### config.mk
export PLATFORM = sky130hd
export DESIGN_NAME = keypad_emulator_flat
export DESIGN_NICKNAME = d
export VERILOG_FILES = /design/src/rtl/keypad_pkg.sv /design/src/rtl/keypad_emulator_if.sv /design/src/rtl/keypad_emulator_lfsr16.sv /design/src/rtl/keypad_emulator.sv /design/src/flat_wrapper.sv
export SDC_FILE = /design/constraint.sdc
export NUM_CORES = 1
export LEC_CHECK = 0
export ABC_CLOCK_PERIOD_IN_PS = 4470
export CAP_MARGIN = 5
export CORE_MARGIN = 2
export CORE_UTILIZATION = 55
export CTS_CLUSTER_SIZE = 28
export DETAILED_ROUTE_END_ITERATION = 12
export HOLD_SLACK_MARGIN = 0.08
export PLACE_DENSITY = 0.8
export SETUP_SLACK_MARGIN = 0.1
export SYNTH_ARGS = -nofsm -noshare
export SYNTH_HDL_FRONTEND = slang
export SYNTH_HIERARCHICAL = 1
export SYNTH_SLANG_ARGS = --single-unit
### constraint.sdc
create_clock -name clk -period 4.47 [get_ports clk]
set_clock_uncertainty 0.15 [all_clocks]
set_input_delay 0.894 -clock clk [delete_from_list [all_inputs] [get_ports clk]]
set_output_delay 0.894 -clock clk [all_outputs]
set_load 0.01 [all_outputs]
### src/rtl/keypad_pkg.sv
`default_nettype none
// ============================================================================
//  Module   : keypad_pkg
//  Purpose  : Shared definitions for the 4x4 matrix-keypad emulator and the
//             keypad decoder: state encoding, key-to-matrix map and the
//             LFSR constants used to generate contact bounce.
//  Contents : kp_emu_state_t, ST_* state constants, key_to_row/key_to_col,
//             LFSR_SEED, LFSR_TAP_MASK
//  Revision : 1.0 - initial release
// ============================================================================
package keypad_pkg;

  typedef enum logic [1:0] {
    KP_IDLE           = 2'd0,
    KP_BOUNCE_PRESS   = 2'd1,
    KP_HELD           = 2'd2,
    KP_BOUNCE_RELEASE = 2'd3
  } kp_emu_state_t;

  // Plain-vector copies of the encoding for the state register.
  localparam logic [1:0] ST_IDLE           = KP_IDLE;
  localparam logic [1:0] ST_BOUNCE_PRESS   = KP_BOUNCE_PRESS;
  localparam logic [1:0] ST_HELD           = KP_HELD;
  localparam logic [1:0] ST_BOUNCE_RELEASE = KP_BOUNCE_RELEASE;

  // 16-bit Fibonacci LFSR, taps 16,14,13,11 counted from the output end of a
  // right-shifting register, so feedback = bit0 ^ bit2 ^ bit3 ^ bit5.
  localparam logic [15:0] LFSR_SEED     = 16'hACE1;
  localparam logic [15:0] LFSR_TAP_MASK = 16'h002D;

  // Physical layout:
  //   row0: 1 2 3 A   row1: 4 5 6 B   row2: 7 8 9 C   row3: 0 F E D
  function automatic logic [1:0] key_to_row(input logic [3:0] key);
    logic [1:0] row;
    case (key)
      4'h1, 4'h2, 4'h3, 4'hA: row = 2'd0;
      4'h4, 4'h5, 4'h6, 4'hB: row = 2'd1;
      4'h7, 4'h8, 4'h9, 4'hC: row = 2'd2;
      default:                row = 2'd3; // 0, F, E, D
    endcase
    return row;
  endfunction

  function automatic logic [1:0] key_to_col(input logic [3:0] key);
    logic [1:0] col;
    case (key)
      4'h1, 4'h4, 4'h7, 4'h0: col = 2'd0;
      4'h2, 4'h5, 4'h8, 4'hF: col = 2'd1;
      4'h3, 4'h6, 4'h9, 4'hE: col = 2'd2;
      default:                col = 2'd3; // A, B, C, D
    endcase
    return col;
  endfunction

endpackage
`default_nettype wire

### src/rtl/keypad_emulator_if.sv
`default_nettype none
// ============================================================================
//  Module   : keypad_emulator_if
//  Purpose  : Bundles the press-request handshake and the keypad matrix lines
//             between a requester/scanner and the keypad emulator.
//  Signals  : col_in[3:0]   column drive from scanner, active-low
//             row_out[3:0]  row lines to scanner, active-low, idle high
//             key_code[3:0], hold_ms[7:0], press_valid  request
//             press_ready, busy, done                   status
//  Modports : master (requester / scanner side), slave (emulator side)
//  Revision : 1.0 - initial release
// ============================================================================
interface keypad_emulator_if;
  logic [3:0] col_in;
  logic [3:0] row_out;
  logic [3:0] key_code;
  logic [7:0] hold_ms;
  logic       press_valid;
  logic       press_ready;
  logic       busy;
  logic       done;

  modport master (
    output col_in, key_code, hold_ms, press_valid,
    input  row_out, press_ready, busy, done
  );

  modport slave (
    input  col_in, key_code, hold_ms, press_valid,
    output row_out, press_ready, busy, done
  );
endinterface
`default_nettype wire

### src/rtl/keypad_emulator_lfsr16.sv
`default_nettype none
// ============================================================================
//  Module   : lfsr16
//  Purpose  : 16-bit Fibonacci LFSR used as the contact-bounce noise source.
//             Reseed has priority over enable; resets to LFSR_SEED.
//  Ports    : clk, rst (async, active-high), en (advance one step),
//             reseed (load LFSR_SEED), lfsr_out[15:0] (current state)
//  Revision : 1.0 - initial release
// ============================================================================
module lfsr16
  import keypad_pkg::*;
(
  input  logic        clk,
  input  logic        rst,
  input  logic        en,
  input  logic        reseed,
  output logic [15:0] lfsr_out
);

  logic [15:0] lfsr_q;
  logic [15:0] lfsr_d;

  always_comb begin
    lfsr_d = lfsr_q;
    if (reseed) begin
      lfsr_d = LFSR_SEED;
    end else if (en) begin
      lfsr_d = {^(lfsr_q & LFSR_TAP_MASK), lfsr_q[15:1]};
    end
  end

  always_ff @(posedge clk or posedge rst) begin
    if (rst) begin
      lfsr_q <= LFSR_SEED;
    end else begin
      lfsr_q <= lfsr_d;
    end
  end

  assign lfsr_out = lfsr_q;

endmodule
`default_nettype wire

### src/rtl/keypad_emulator.sv
`default_nettype none
// ============================================================================
//  Module   : keypad_emulator
//  Purpose  : Plays one scripted key press (press bounce, clean hold, release
//             bounce) on the row lines of a 4x4 matrix keypad in response to
//             the scanner's active-low column drive.
//  Params   : clk_freq    clock frequency in Hz (1 ms = clk_freq/1000 cycles)
//             bounce_time length of each bounce phase in ms
//  Ports    : clk, rst (async, active-high)
//             bus (keypad_emulator_if.slave): col_in, row_out, key_code,
//             hold_ms, press_valid, press_ready, busy, done
//  Config   : KEYPAD_EMU_BOUNCE_EN - when defined, the bounce phases and the
//             LFSR are built; otherwise IDLE -> HELD -> IDLE.
//  Revision : 1.0 - initial release
// ============================================================================
module keypad_emulator
  import keypad_pkg::*;
#(
  parameter int clk_freq    = 125_000_000,
  parameter int bounce_time = 2
) (
  input  logic              clk,
  input  logic              rst,
  keypad_emulator_if.slave  bus
);

  localparam int                  MS_CYC     = clk_freq / 1000;
  localparam int                  PRESC_W    = (MS_CYC > 1) ? $clog2(MS_CYC) : 1;
  localparam logic [PRESC_W-1:0]  PRESC_LAST = PRESC_W'(MS_CYC - 1);
  localparam logic [7:0]          BOUNCE_MS  = 8'(bounce_time);

  logic [1:0]         state_q,   state_d;
  logic [1:0]         key_row_q, key_row_d;
  logic [1:0]         key_col_q, key_col_d;
  logic [7:0]         hold_q,    hold_d;
  logic [PRESC_W-1:0] presc_q,   presc_d;
  logic [7:0]         ms_q,      ms_d;
  logic [3:0]         row_out_q, row_out_d;

  logic       accept;
  logic       ms_wrap;
  logic       phase_end;
  logic [7:0] phase_ms;
  logic       contact;
  logic       lfsr_bit;
  logic       in_bounce;

`ifdef KEYPAD_EMU_BOUNCE_EN
  logic [15:0] lfsr_state;
  logic        lfsr_unused;

  lfsr16 u_lfsr16 (
    .clk      (clk),
    .rst      (rst),
    .en       (in_bounce),
    .reseed   (accept),
    .lfsr_out (lfsr_state)
  );

  assign lfsr_bit    = lfsr_state[0];
  assign lfsr_unused = ^lfsr_state[15:1];
`else
  // Bounce states are unreachable in this build.
  assign lfsr_bit = 1'b0;
`endif

  always_comb begin
    accept    = bus.press_valid && (state_q == ST_IDLE);
    in_bounce = (state_q == ST_BOUNCE_PRESS) || (state_q == ST_BOUNCE_RELEASE);

    case (state_q)
      ST_BOUNCE_PRESS,
      ST_BOUNCE_RELEASE: phase_ms = BOUNCE_MS;
      ST_HELD:           phase_ms = hold_q;
      default:           phase_ms = 8'd1;
    endcase

    // A phase ends on the prescaler wrap that completes its last ms.
    ms_wrap   = (presc_q == PRESC_LAST);
    phase_end = ms_wrap && (ms_q == phase_ms - 8'd1);

    state_d   = state_q;
    key_row_d = key_row_q;
    key_col_d = key_col_q;
    hold_d    = hold_q;

    case (state_q)
      ST_IDLE: begin
        if (accept) begin
          key_row_d = key_to_row(bus.key_code);
          key_col_d = key_to_col(bus.key_code);
          hold_d    = (bus.hold_ms == 8'd0) ? 8'd1 : bus.hold_ms;
`ifdef KEYPAD_EMU_BOUNCE_EN
          state_d   = ST_BOUNCE_PRESS;
`else
          state_d   = ST_HELD;
`endif
        end
      end
      ST_BOUNCE_PRESS: begin
        if (phase_end) state_d = ST_HELD;
      end
      ST_HELD: begin
        if (phase_end) begin
`ifdef KEYPAD_EMU_BOUNCE_EN
          state_d = ST_BOUNCE_RELEASE;
`else
          state_d = ST_IDLE;
`endif
        end
      end
      ST_BOUNCE_RELEASE: begin
        if (phase_end) state_d = ST_IDLE;
      end
      default: state_d = ST_IDLE;
    endcase

    // Timer restarts on every state change (acceptance included) and is
    // parked at zero while idle.
    if ((state_d != state_q) || (state_q == ST_IDLE)) begin
      presc_d = '0;
      ms_d    = 8'd0;
    end else if (ms_wrap) begin
      presc_d = '0;
      ms_d    = ms_q + 8'd1;
    end else begin
      presc_d = presc_q + PRESC_W'(1);
      ms_d    = ms_q;
    end

    case (state_q)
      ST_BOUNCE_PRESS,
      ST_BOUNCE_RELEASE: contact = lfsr_bit;
      ST_HELD:           contact = 1'b1;
      default:           contact = 1'b0;
    endcase

    // Closed contact shorts the latched row to the latched column, so the
    // row follows that column's drive; other columns are ignored.
    row_out_d            = 4'hF;
    row_out_d[key_row_q] = ~(contact & ~bus.col_in[key_col_q]);
  end

  always_ff @(posedge clk or posedge rst) begin
    if (rst) begin
      state_q   <= ST_IDLE;
      key_row_q <= 2'd0;
      key_col_q <= 2'd0;
      hold_q    <= 8'd0;
      presc_q   <= '0;
      ms_q      <= 8'd0;
      row_out_q <= 4'hF;
    end else begin
      state_q   <= state_d;
      key_row_q <= key_row_d;
      key_col_q <= key_col_d;
      hold_q    <= hold_d;
      presc_q   <= presc_d;
      ms_q      <= ms_d;
      row_out_q <= row_out_d;
    end
  end

  assign bus.row_out     = row_out_q;
  assign bus.press_ready = (state_q == ST_IDLE);
  assign bus.busy        = (state_q != ST_IDLE);
  // Pulses in the last cycle of the final phase, independent of col_in.
  assign bus.done        = (state_q != ST_IDLE) && (state_d == ST_IDLE);

endmodule
`default_nettype wire

### src/flat_wrapper.sv
// flat-port wrapper written by rule: the top's interface ports become plain ports
module keypad_emulator_flat import keypad_pkg::*;
#(
  parameter int clk_freq    = 125_000_000,
  parameter int bounce_time = 2
)
  (clk, rst, bus_col_in, bus_key_code, bus_hold_ms, bus_press_valid, bus_row_out, bus_press_ready, bus_busy, bus_done);
  keypad_emulator_if bus_i ();
  input  logic clk;
  input  logic rst;
  input wire logic [$bits(bus_i.col_in)-1:0] bus_col_in;
  input wire logic [$bits(bus_i.key_code)-1:0] bus_key_code;
  input wire logic [$bits(bus_i.hold_ms)-1:0] bus_hold_ms;
  input wire logic [$bits(bus_i.press_valid)-1:0] bus_press_valid;
  output wire logic [$bits(bus_i.row_out)-1:0] bus_row_out;
  output wire logic [$bits(bus_i.press_ready)-1:0] bus_press_ready;
  output wire logic [$bits(bus_i.busy)-1:0] bus_busy;
  output wire logic [$bits(bus_i.done)-1:0] bus_done;
  assign bus_i.col_in = bus_col_in;
  assign bus_i.key_code = bus_key_code;
  assign bus_i.hold_ms = bus_hold_ms;
  assign bus_i.press_valid = bus_press_valid;
  assign bus_row_out = bus_i.row_out;
  assign bus_press_ready = bus_i.press_ready;
  assign bus_busy = bus_i.busy;
  assign bus_done = bus_i.done;
  keypad_emulator #(.clk_freq(clk_freq), .bounce_time(bounce_time)) u_core (.clk(clk), .rst(rst), .bus(bus_i));
endmodule
Yosys cells after proc, flatten, opt, wreduce, memory -nomap -nowiden. Memories as Yosys holds them, arrays and structs flattened. A register that Yosys moved wholly into a read port is not among the register bits. Index checks and enable logic that the tools add are counted.

Add/subtract/negate cells: 3. Magnitude comparators: 3. Equality and inequality tests: 6. Muxes and demuxes: 15. Bitwise gates (word level): 5. Reduce and logical (&&, ||, !) cells: 13.

Operator list (number): 2-to-1 mux 17 bit (2); 2-to-1 mux 8 bit (3); adder 17 x 1 -> 17 bit, second input constant (1); == test 17 bit, second input constant (1); one-hot mux 8 bit (2 select lines) (1); adder 8 x 1 -> 8 bit, second input constant (1); == test 8 bit (1); logical NOT 8 bit (1); subtractor 8 x 1 -> 8 bit, second input constant (1); < comparator 2 x 3 -> 1 bit, second input constant (2); 2-to-1 mux 2 bit (3); one-hot mux 2 bit (3 select lines) (1); == test 2 bit, second input constant (2); logical AND 1 bit (4); logical NOT 2 bit (2); inverter 4 bit (1); bitwise OR 4 bit (1); nonzero test 2 bit (2); OR reduction 2 bit (2); 2-to-1 mux 1 bit (3); binary-select mux 1 bit (select 2 bit) (1); demux 1 bit (select 2 bit) (1); == test 2 x 1 -> 1 bit, second input constant (1); greater-or-equal comparator 2 x 1 -> 1 bit, second input constant (1); other kinds (5) (6).

Flip-flop bits (word level): 39. Bits in read-only memories: 64. Memories: 2.

Memories: (no name shown) (words 16, bits a word 2, read ports 1, clocked after memory_dff 1, wr ports 0, line keypad_pkg.sv:35) `case (key)`; (no name shown) (words 16, bits a word 2, read ports 1, clocked after memory_dff 1, wr ports 0, line keypad_pkg.sv:46) `case (key)`.

Longest topological paths before layout.
Depth after elaboration: 11. Gate-level depth with buffers: 11.

Worst setup path after synthesis. OpenSTA, ideal clock, no wires.

Path kind: register to output. From: register u_core.state_q[1]. To: output bus_done. Arrival time: 2592 ps. Data required time: 3426 ps. Slack: 834 ps. Stages on the path, launching flop included: 11. Buffers on the path: 2. Cell sequence: dfrtp_1 buf_2 and2b_2 or2_2 ha_1 bufbuf_16 nor4bb_1 o21ai_0 and3_2 o2111ai_2 nor4b_1.

Cells in the longest elaborated chain, start to end: 10. Elaborated cells on any way between the ends: 18.

Ends and longest elaborated chain: from (decl) (line keypad_emulator.sv:32) `logic [1:0] state_q, state_d;`; from (signal assigned) (line keypad_emulator.sv:154) `state_q <= state_d;`; == test 2 bit or == test 2 x 1 -> 1 bit (tied branches); OR reduction 2 bit (line keypad_emulator.sv:71) `case (state_q)`; one-hot mux 8 bit (2 select lines) (line keypad_emulator.sv:71); subtractor 8 x 1 -> 8 bit (line keypad_emulator.sv:80) `phase_end = ms_wrap && (ms_q == phase_ms - 8'd1);`; == test 8 bit (line keypad_emulator.sv:80); logical AND 1 bit (line keypad_emulator.sv:80); 2-to-1 mux 2 bit, on equally long branches (line keypad_emulator.sv:104, keypad_emulator.sv:113, keypad_emulator.sv:101); one-hot mux 2 bit (3 select lines) (line keypad_emulator.sv:87) `case (state_q)`; logical NOT 2 bit (line keypad_emulator.sv:168) `assign bus.done = (state_q != ST_IDLE) && (state_d == ST_IDLE);`; logical AND 1 bit (*) (line keypad_emulator.sv:168); to (decl) (line flat_wrapper.sv:18) `output wire logic [$bits(bus_i.done)-1:0] bus_done;`.

Mark *: on every way between the ends. The rest lies on a longest branch, timed or not.

Worst setup path after layout. Same ends and word-level chain as after synthesis.

==> qor.yml <==
slew_headroom: 0.355
ctsHoldBuffers: 0
synth_compound_area_frac: 0.100
required_ns: 3.43
crit_type: "reg2out"
drive_gt1_frac: 0.127
grt_pass1_wl_um: 8610
clock_sinks: 43
antenna_found_initial: 0
min_path_type: "reg2reg"
core_area_um2: 4410
synth_top_family_by_area: "simple AND/OR/NAND/NOR gates"
avgRoutedWirePerCell_um: 13.8
max_freq_mhz: 241
setup_viol: 0
finalWeightedCongestion: 0.845
initial_utilization: 0.578
clock-root-buffer: "clkbuf_8"
max_slew.worst_pin.slew_ns: 0.967
final_util: 0.660
cp.arrival_ns: 3.10
synth_edf_count: 0
register_area_um2: 1080
synthArstFlopShare: 1.00
fill_cells: 342
postRouteAntennaNets: 0
synth-xor-area-share: 0.0961
finalWirelength_um: 4730
ios: 26
portBuffers: 25
diodes: 0
path_clk_slew_ns: 0.08
rsz0062_at_grt: "no"
pre_cts_ws_ns: 0.401
avgSynthCellArea_um2: 9.56
synth_area_um2: 2550
power_density_nw_per_um2: 414
status: "completed"
dr_wl_met3_um: 202
wl_met1_um: 2240
top_layer: "met4"
synth-seq-area-share: 0.424
place_hpwl_um: 3460
drc: 0
crit_path_end_kind: "output port"
totalPowerFinal_w: 0.00121
cts_tree: "built"
synthSimpleGateAreaFrac: 0.293
track_usage: 0.209
synthesis.nets: 289
wl_met2_um: 2240
insertion_delay_ns: 0.30
tns_ns: 0
multi_input_area_um2: 1330
cp_max_fo: 10
period_needed_ns: 4.14
cts-buffers-inserted: 5
finalNetCount: 313
synth_adder_area_share: 0.0147
rows: 24
drv_slew: 0
area_delta_synth_final_pct: 14.1
holdWs_ns: 0.333
irDropWorstVdd_v: 0.000313
crit_path_start_kind: "flip-flop"
overflow: 0
min_period_over_period: 0.927
ys_types: 57
fp.dieW_um: 72.1
grt_max_degree: 27
via_count: 1955
synthMuxAreaShare: 0.0167
synthFlopType: "dfrtp_1"
h-tree-depth: 2
ys_ff_latch: 43
dieHeight_um: 72.1
grt_pass1_vias: 1918
netlist_instances: 267
p_leak_nw: 1.29
timing_hold_violations_final: 0
avgViaCountPerCell: 5.68
layout_setup_ws_ns: 0.326
clockBufferDepth: 2
cap_viol_max_count: 0
dieArea_um2: 5200
drt_iter0_markers: 116
post_cts_buffers: 0
drtPass1Iterations: 4
yosys_warnings: 6
cells in the final DEF, fill, tap and decap left out, types with 3 or more instances in the layout:
cell type,instances
dfrtp_1,39
nand2_1,37
nor2_1,31
clkdlybuf4s50_1,24
xor2_1,15
xnor2_1,13
inv_1,9
nor3_1,8
o21ai_0,8
nand3_1,8
nor3_2,8
a21oi_1,6
and3_1,6
clkbuf_8,5
nand4_1,5
nor4_1,4
nand3b_1,4
dfstp_2,4
buf_4,3
o221ai_1,3
o21a_1,3
nor4bb_1,3
a211o_1,3
nand2b_1,3
ha_1,3
area by class of cell:
cell class | count | share of cell area
clock buffers | 6 | 0.0249
clock inverters | 2 | 0.0206
inverters | 9 | 0.0116
multi-input cells | 204 | 0.456
flip-flops and latches | 43 | 0.371
well taps | 52 | 0.0223
repair buffers | 28 | 0.0933
critical path, cell delays in order, from the launching register on:
cell and delay [ns]:
dfrtp_1 0.48, and2b_2 0.26, or2_2 0.28, ha_1 0.31, nor4bb_1 0.16, o21ai_0 0.26, and3_2 0.24, o2111ai_2 0.19
nor4b_1 0.32, dlygate4sd2_1 0.31
per-stage QoR:
stage               cells  area (um2)
finish                344        2910
global route          344        2910
CTS                   344        2910
detailed placement    336        2780
global placement      336        2780
floorplan             267        2550
Yosys cell counts, drive strengths merged (5+ instances only):
library cell  number  area share
dfrtp             39        0.38
nand2             37       0.054
clkbuf             7       0.014
nand4              6       0.017
nor2              31       0.046
nor3              17       0.053
xor2              15       0.051
and3               7       0.018
xnor2             13       0.045
inv                9       0.013
o21ai              9       0.018
nand3              8       0.016
nor4               5       0.015
a21oi              6       0.012
routing by layer:
metal  global-route usage  up-vias
met5                    0        -
met2                0.335       50
met4               0.0566        0
met3               0.0458        6
li1                     -      976
met1                0.289      923
cell families (layout without fill, tap and decap cells):
| kind of cell | Yosys count | count (layout) |
|---|---|---|
| buffers and inverters | 20 | 45 |
| and+or+nand+nor | 134 | 134 |
| AOI/OAI and AO/OA | 36 | 36 |
| muxes | 3 | 3 |
| DFF | 43 | 43 |
| adders and majority gates | 3 | 3 |
| xor gates and xnor gates | 28 | 28 |
state kept, by name, summed over array words and instances, names as in the netlist:
register and flops:
u_core/presc_q 17, u_core/hold_q 8, u_core/ms_q 8, u_core/bus.row_out 4
u_core/key_col_q 2, u_core/key_row_q 2, u_core/state_q 2
path summary, 6_finish.rpt:
check                               startpoint  cells after the start                     to  slack (ns)
hold / removal             u_core/key_row_q[0]                      1  u_core/bus.row_out[3]        0.33
max in group asynchronous                  rst                      3      u_core/state_q[1]        2.42
setup / recovery             u_core/state_q[1]                      9               bus_done        0.33
min in group asynchronous                  rst                      2     u_core/presc_q[10]        0.96
setup reg to reg             u_core/state_q[1]                      9         u_core/ms_q[5]        1.40
hold reg to reg            u_core/key_row_q[0]                      1  u_core/bus.row_out[3]        0.33
where the power goes:
group          total, W  internal [W]  switching [W]
registers      0.000528      0.000458      0.0000702
clock network  0.000357      0.000223       0.000133
logic          0.000321      0.000166       0.000155
repair_timing:
action	in CTS	in global routing
setup endpoints to repair	1	0
endpoints found under the hold margin	0	0
gates resized for setup	1	0
No activity file was read; power rests on OpenSTA's default activity.
